[src/rtl/sar_pkg.sv]
// Shared types and constants for the SAR conversion controller.
// Cap control is {h,l}; 2'b11 must never reach a DAC.
package sar_pkg;

    typedef enum logic [2:0] {
        StIdle,
        StSample,
        StSettle,
        StCompare,
        StDone
    } sar_state_e;

    localparam logic [1:0] CAP_VREFP = 2'b10;
    localparam logic [1:0] CAP_VREFN = 2'b01;
    localparam logic [1:0] CAP_VCM   = 2'b00;

endpackage

[src/rtl/sar_wait_cnt.sv]
// Loadable down-counter with a zero flag, shared by the sample, settle and
// comparator-timeout phases of the SAR controller.
module sar_wait_cnt #(
    parameter int unsigned WIDTH = 3
) (
    input  logic             clk,
    input  logic             reset,
    input  logic             load,
    input  logic [WIDTH-1:0] value,
    input  logic             dec,
    output logic             zero
);

    logic [WIDTH-1:0] count;

    always_ff @(posedge clk) begin
        if (reset) begin
            count <= '0;
        end else if (load) begin
            count <= value;
        end else if (dec && count != '0) begin
            count <= count - WIDTH'(1);
        end
    end

    assign zero = (count == '0);

endmodule

[src/rtl/sar_logic.sv]
// SAR controller: sample, then one settle/strobe/decide round per bit MSB-first,
// driving a monotonic-switching differential cap DAC pair.
module sar_logic
    import sar_pkg::*;
#(
    parameter int unsigned ADC_BITS      = 8,
    parameter int unsigned SAMPLE_CYCLES = 2,
    parameter int unsigned SETTLE_CYCLES = 1,
    parameter int unsigned COMP_TIMEOUT  = 8
) (
    input  logic                clk,
    input  logic                reset,
    input  logic                start,
    input  logic                comp,
    input  logic                comp_done,
    output logic                sample,
    output logic                comp_en,
    output logic [ADC_BITS-1:1] dacp_h,
    output logic [ADC_BITS-1:1] dacp_l,
    output logic [ADC_BITS-1:1] dacn_h,
    output logic [ADC_BITS-1:1] dacn_l,
    output logic [ADC_BITS-1:0] data,
    output logic                valid,
    output logic                busy,
    output logic                timeout
);

    localparam int unsigned MaxSs   = (SAMPLE_CYCLES > SETTLE_CYCLES) ? SAMPLE_CYCLES
                                                                       : SETTLE_CYCLES;
    localparam int unsigned MaxWait = (MaxSs > COMP_TIMEOUT) ? MaxSs : COMP_TIMEOUT;
    localparam int unsigned CntW    = $clog2(MaxWait);
    localparam int unsigned PtrW    = $clog2(ADC_BITS);

    sar_state_e           state;
    logic [PtrW-1:0]      bit_ptr;
    logic [ADC_BITS-1:1]  result;
    logic                 to_flag;
    logic                 cnt_load;
    logic                 cnt_dec;
    logic                 cnt_zero;
    logic [CntW-1:0]      cnt_val;
    logic                 decision;

    // A missing comp_done forces the decision to 0.
    assign decision = comp_done & comp;

    sar_wait_cnt #(
        .WIDTH (CntW)
    ) u_wait_cnt (
        .clk   (clk),
        .reset (reset),
        .load  (cnt_load),
        .value (cnt_val),
        .dec   (cnt_dec),
        .zero  (cnt_zero)
    );

    always_comb begin
        cnt_load = 1'b0;
        cnt_dec  = 1'b0;
        cnt_val  = '0;
        case (state)
            StIdle: begin
                if (start) begin
                    cnt_load = 1'b1;
                    cnt_val  = CntW'(SAMPLE_CYCLES - 1);
                end
            end
            StSample: begin
                if (cnt_zero) begin
                    cnt_load = 1'b1;
                    cnt_val  = CntW'(SETTLE_CYCLES - 1);
                end else begin
                    cnt_dec = 1'b1;
                end
            end
            StSettle: begin
                cnt_dec = ~cnt_zero;
            end
            StCompare: begin
                if (comp_en) begin
                    cnt_load = 1'b1;
                    cnt_val  = CntW'(COMP_TIMEOUT - 1);
                end else if (comp_done || cnt_zero) begin
                    if (bit_ptr != '0) begin
                        cnt_load = 1'b1;
                        cnt_val  = CntW'(SETTLE_CYCLES - 1);
                    end
                end else begin
                    cnt_dec = 1'b1;
                end
            end
            default: ;
        endcase
    end

    always_ff @(posedge clk) begin
        if (reset) begin
            state   <= StIdle;
            bit_ptr <= '0;
            result  <= '0;
            to_flag <= 1'b0;
            sample  <= 1'b0;
            comp_en <= 1'b0;
            valid   <= 1'b0;
            busy    <= 1'b0;
            timeout <= 1'b0;
            data    <= '0;
            dacp_h  <= '1;
            dacp_l  <= '0;
            dacn_h  <= '1;
            dacn_l  <= '0;
        end else begin
            case (state)
                StIdle: begin
                    if (start) begin
                        state   <= StSample;
                        sample  <= 1'b1;
                        busy    <= 1'b1;
                        to_flag <= 1'b0;
                    end
                end
                StSample: begin
                    if (cnt_zero) begin
                        state   <= StSettle;
                        sample  <= 1'b0;
                        bit_ptr <= PtrW'(ADC_BITS - 1);
                    end
                end
                StSettle: begin
                    if (cnt_zero) begin
                        state   <= StCompare;
                        comp_en <= 1'b1;
                    end
                end
                StCompare: begin
                    // comp_done in the strobe cycle itself is not a decision.
                    if (comp_en) begin
                        comp_en <= 1'b0;
                    end else if (comp_done || cnt_zero) begin
                        if (!comp_done) begin
                            to_flag <= 1'b1;
                        end
                        if (bit_ptr != '0) begin
                            result[bit_ptr] <= decision;
                            if (decision) begin
                                {dacp_h[bit_ptr], dacp_l[bit_ptr]} <= CAP_VREFN;
                            end else begin
                                {dacn_h[bit_ptr], dacn_l[bit_ptr]} <= CAP_VREFN;
                            end
                            bit_ptr <= bit_ptr - PtrW'(1);
                            state   <= StSettle;
                        end else begin
                            state   <= StDone;
                            valid   <= 1'b1;
                            busy    <= 1'b0;
                            data    <= {result, decision};
                            timeout <= to_flag | ~comp_done;
                            dacp_h  <= '1;
                            dacp_l  <= '0;
                            dacn_h  <= '1;
                            dacn_l  <= '0;
                        end
                    end
                end
                StDone: begin
                    state   <= StIdle;
                    valid   <= 1'b0;
                    timeout <= 1'b0;
                    to_flag <= 1'b0;
                end
                default: state <= StIdle;
            endcase
        end
    end

endmodule

[config.mk]
export PLATFORM = sky130hd
export DESIGN_NAME = sar_logic
export DESIGN_NICKNAME = d
export VERILOG_FILES = /design/src/rtl/sar_pkg.sv /design/src/rtl/sar_wait_cnt.sv /design/src/rtl/sar_logic.sv
export SDC_FILE = /design/constraint.sdc
export NUM_CORES = 1
export LEC_CHECK = 0
export ABC_AREA = 1
export CELL_PAD_IN_SITES_DETAIL_PLACEMENT = 2
export CELL_PAD_IN_SITES_GLOBAL_PLACEMENT = 2
export CORE_ASPECT_RATIO = 1.5
export CORE_MARGIN = 8
export CORE_UTILIZATION = 26
export DETAILED_ROUTE_END_ITERATION = 10
export GPL_ROUTABILITY_DRIVEN = 1
export PLACE_DENSITY_LB_ADDON = 0.1
export SETUP_SLACK_MARGIN = 0.2
export SLEW_MARGIN = 40
export SYNTH_ARGS = -nofsm -noshare
export SYNTH_HDL_FRONTEND = slang
export SYNTH_SLANG_ARGS = --single-unit
[constraint.sdc]
create_clock -name clk -period 1.6 [get_ports clk]
set_input_delay 0.32 -clock clk [delete_from_list [all_inputs] [get_ports clk]]
set_output_delay 0.32 -clock clk [all_outputs]
set_load 0.05 [all_outputs]
==> summary.md <==
| Metric | Value |
|---|---|
| Result of the run | `complete, no violations` |
| Critical path startpoint category | `register` |
| Synth Cell Area | `0.00235 mm^2` |
| Global-route congestion overflow total | `0` |
| Final Max Slew Viols | `0` |
| Post-layout worst setup margin | `0.0549 ns` |
| Top cell by count, worst path | `inv_2` |
| Count of pins on the block boundary | `46` |
| Capturing instance or port of the critical path | `dacp_l[5]` |
| Post-detailed-route DRC marker count | `0` |
| Area of the die | `0.0124 mm^2` |
| Ant. Diodes | `0` |
| Layout Utilization | `0.458` |
| Max IR drop VDD | `0.707 mV` |
| Crit share post-route | `0.966` |
| Final layout net count | `418` |
| Clock tree from TritonCTS | `yes` |
| Reported leakage power | `1.85 nW` |
| Post-route minimum period | `1.55 ns` |
| Fillers | `979` |
| Via count of the first global-routing pass | `2776` |
| Wire length of the first global-routing pass | `13900 um` |
| Final Cell Area | `0.00405 mm^2` |
| Final setup violation count | `0` |
| Vias | `2458` |
| Post-synth EDFFs | `0` |
| Reg2Reg Launch Point | `bit_ptr[1]` |
| Critical path depth | `11` |
| Setup slack of the worst register-to-register path | `0.05 ns` |
| Std cell rows | `42` |
| Clock transition at path regs | `0.05 ns` |
| Die span in x | `93.6 um` |
| Hold Violations, Final | `0` |
| Max-cap check violation count | `0` |
| Min-Delay Path Class | `register to register` |
| CP Class | `register to register` |
| Count of input and output buffers | `45` |
| GRT Overall Usage | `0.144` |
| Unrepaired setup endpoints after global routing | `true` |
| Count of H-tree levels built during CTS | `3` |
| Initial antenna violation count | `0` |
| Crit path largest cell delay | `0.32 ns` |
| Worst relative slew slack | `0.829` |
| Crit path required time | `1.81 ns` |
| Number of vias per cell | `4.69` |
| Area grow syn2layout | `72.2%` |
| Final total negative setup slack | `0 ns` |
| Bufs on Longest Clock Path | `2` |
| Post-synthesis average cell area | `7.48 um^2` |
| Area of the core | `0.00883 mm^2` |
| Cts bufs inserted | `9` |
| Crit path arrival time | `1.76 ns` |
| Source-to-sink clock delay at the later pin of the worst-skew pair | `0.32 ns` |
| DIE HEIGHT | `132 um` |
| Routability congestion estimate from global placement | `0.801` |
| Number of cell instances on the worst register-to-register path | `11` |
| Critical path's top delay family | `buffers and inverters` |
| CP max-delay cell | `dfxtp_2` |
| Predominant post-synthesis flop cell | `dfxtp_1` |
| Worst hold slack | `0.448 ns` |
| Cts hold-fix bufs | `0` |
| R2R Path End | `dacp_l[5]` |
| Part of the Yosys area used for sequential elements | `0.494` |
| Number of standard cells after synthesis | `314` |
| Number of buffers and inverters on the critical path | `6` |
| Clock Sink Count | `58` |
| Slew of the pin with the lowest slew margin | `0.256 ns` |
| DRT Wirelength | `8930 um` |
| Number of violations reported at the end of detailed-routing iteration 0 | `65` |
| Layout cells sized above 1 | `0.471` |
| Instance area at placement | `0.00321 mm^2` |
| Number of antenna-violating nets in the routed design | `0` |
| CP Capture Type | `register` |
| Distinct cell type count after synthesis | `29` |
| Count of warnings emitted by yosys | `0` |
| Cell area power density | `1760 mW/mm^2` |
| Root Driver | `clkbuf_16` |
| Pre-CTS setup slack | `-0.243 ns` |
| Clock Skew | `0.00449 ns` |
| Post-DR wirelength/cell | `17.0 um` |
| Total iterations of the first detailed-routing run | `4` |
| Worst setup startpoint | `bit_ptr[1]` |
| Starting density of the core | `0.266` |
| Pin count of the biggest net entering global routing | `19` |
| Cells traversed along the worst timing path | `inv_2 > ha_4 > inv_2 > nor2_4 > inv_2 > nor3_4 > buf_6 > nor2_4 > inv_4 > clkbuf_16 > a21oi_1` |
| Top fanout value on the critical path | `5` |
| Register bit count reported by yosys | `58` |
| HPWL after detailed placement | `6180 um` |
| Peak clock frequency supported by timing | `647 MHz` |
| Fraction of registers with async set or reset after synthesis | `0` |
| Post-Syn Nets | `323` |
## tightest hold or removal path: stages (launching register included)
cell	delay (ns)
dfxtp_1	0.31
nand2_1	0.06
nand2_1	0.04
## cells in the mapped netlist (2+ instances only)
library cell  count  area, um^2
nand2_1          68         255
dfxtp_1          58        1160
nor2_1           42         158
inv_1            40         150
a21oi_1          27         135
o21ai_0          21         105
nand3_1          13        65.1
nor3_1           11        55.1
ha_1              4        50.1
inv_2             4        15.0
buf_2             3        15.0
clkbuf_1          2        7.51
nand2_2           2        12.5
nor2_4            2        22.5
o21a_1            2        15.0
o21ai_1           2        10.0
## cells in the final DEF (no fill, tap or decap), types with 8 or more instances in the layout
| master | count |
|---|---|
| buf_12 | 12 |
| nor2_4 | 9 |
| clkbuf_16 | 10 |
| buf_6 | 8 |
| o21ai_0 | 19 |
| buf_4 | 62 |
| a21oi_1 | 13 |
| nand3_1 | 8 |
| nand2_4 | 10 |
| nor3_2 | 8 |
| nor2_1 | 26 |
| dfxtp_2 | 8 |
| inv_1 | 29 |
| inv_2 | 10 |
| dfxtp_1 | 50 |
| nor2_2 | 10 |
| a21oi_2 | 14 |
| nand2_1 | 53 |
## through the flow
step,power (mW),instances
after global placement,4.17,493
after CTS,6.90,519
after floorplan,3.27,314
final,7.13,524
after global routing,7.54,524
after detailed placement,4.25,493
## layout make-up
class	count	area (um^2)	share of cell area
inverter	45	186	0.0461
timing repair buffer	90	896	0.221
clock buffer	14	264	0.0652
clock inverter	2	35.0	0.00866
multi-input combinational	205	1360	0.335
sequential	58	1170	0.289
tap	110	138	0.0340
## how the worst min path moves through the flow
stage	startpoint	end	cells after the start
after detailed placement	dacn_h[1]	dacn_h[1]	2
after global placement	to_flag	to_flag	2
after CTS	dacn_h[2]	dacn_h[2]	2
after global routing	dacn_h[7]	dacn_h[7]	2
final	dacn_h[2]	dacn_h[2]	2
after floorplan	to_flag	to_flag	2
## power by group
group	switching (mW)	internal, mW
clock network	0.642	1.29
registers	0.184	1.64
logic	1.99	1.38
total	2.82	4.31
## timing repair
action / in CTS / in global routing
cloned: 1 / 1
gates resized for setup: 78 / 40
buffers inserted: 9 / 4
pin swaps: 12 / 15
setup endpoints to repair: 56 / 56
## state kept, by name, summed over array words and instances (netlist names), 3 cells and up
| register | count |
|---|---|
| dacn_h | 7 |
| dacn_l | 7 |
| state | 3 |
| bit_ptr | 3 |
| dacp_h | 7 |
| dacp_l | 7 |
| result | 7 |
| u_wait_cnt.count | 3 |
| data | 8 |
## per-layer routing
metal	track usage	vias to the layer above	wire length (um)
met3	0.0374	15	259
li1	-	1193	-
met4	0.0558	0	282
met1	0.131	1209	3090
met5	0	-	0
met2	0.285	41	5300
## cell families (layout without fill, tap and decap cells)
family	count (synthesis)	in the layout	synth area share
flip-flops	58	58	0.494
AND/OR/NAND/NOR	144	144	0.269
XOR/XNOR	1	1	0.00373
buffers and inverters	51	151	0.0868
AO/OA/AOI/OAI	56	56	0.125
adder cells (fa/ha/maj)	4	4	0.0213
No activity file was read; power rests on OpenSTA's default activity.
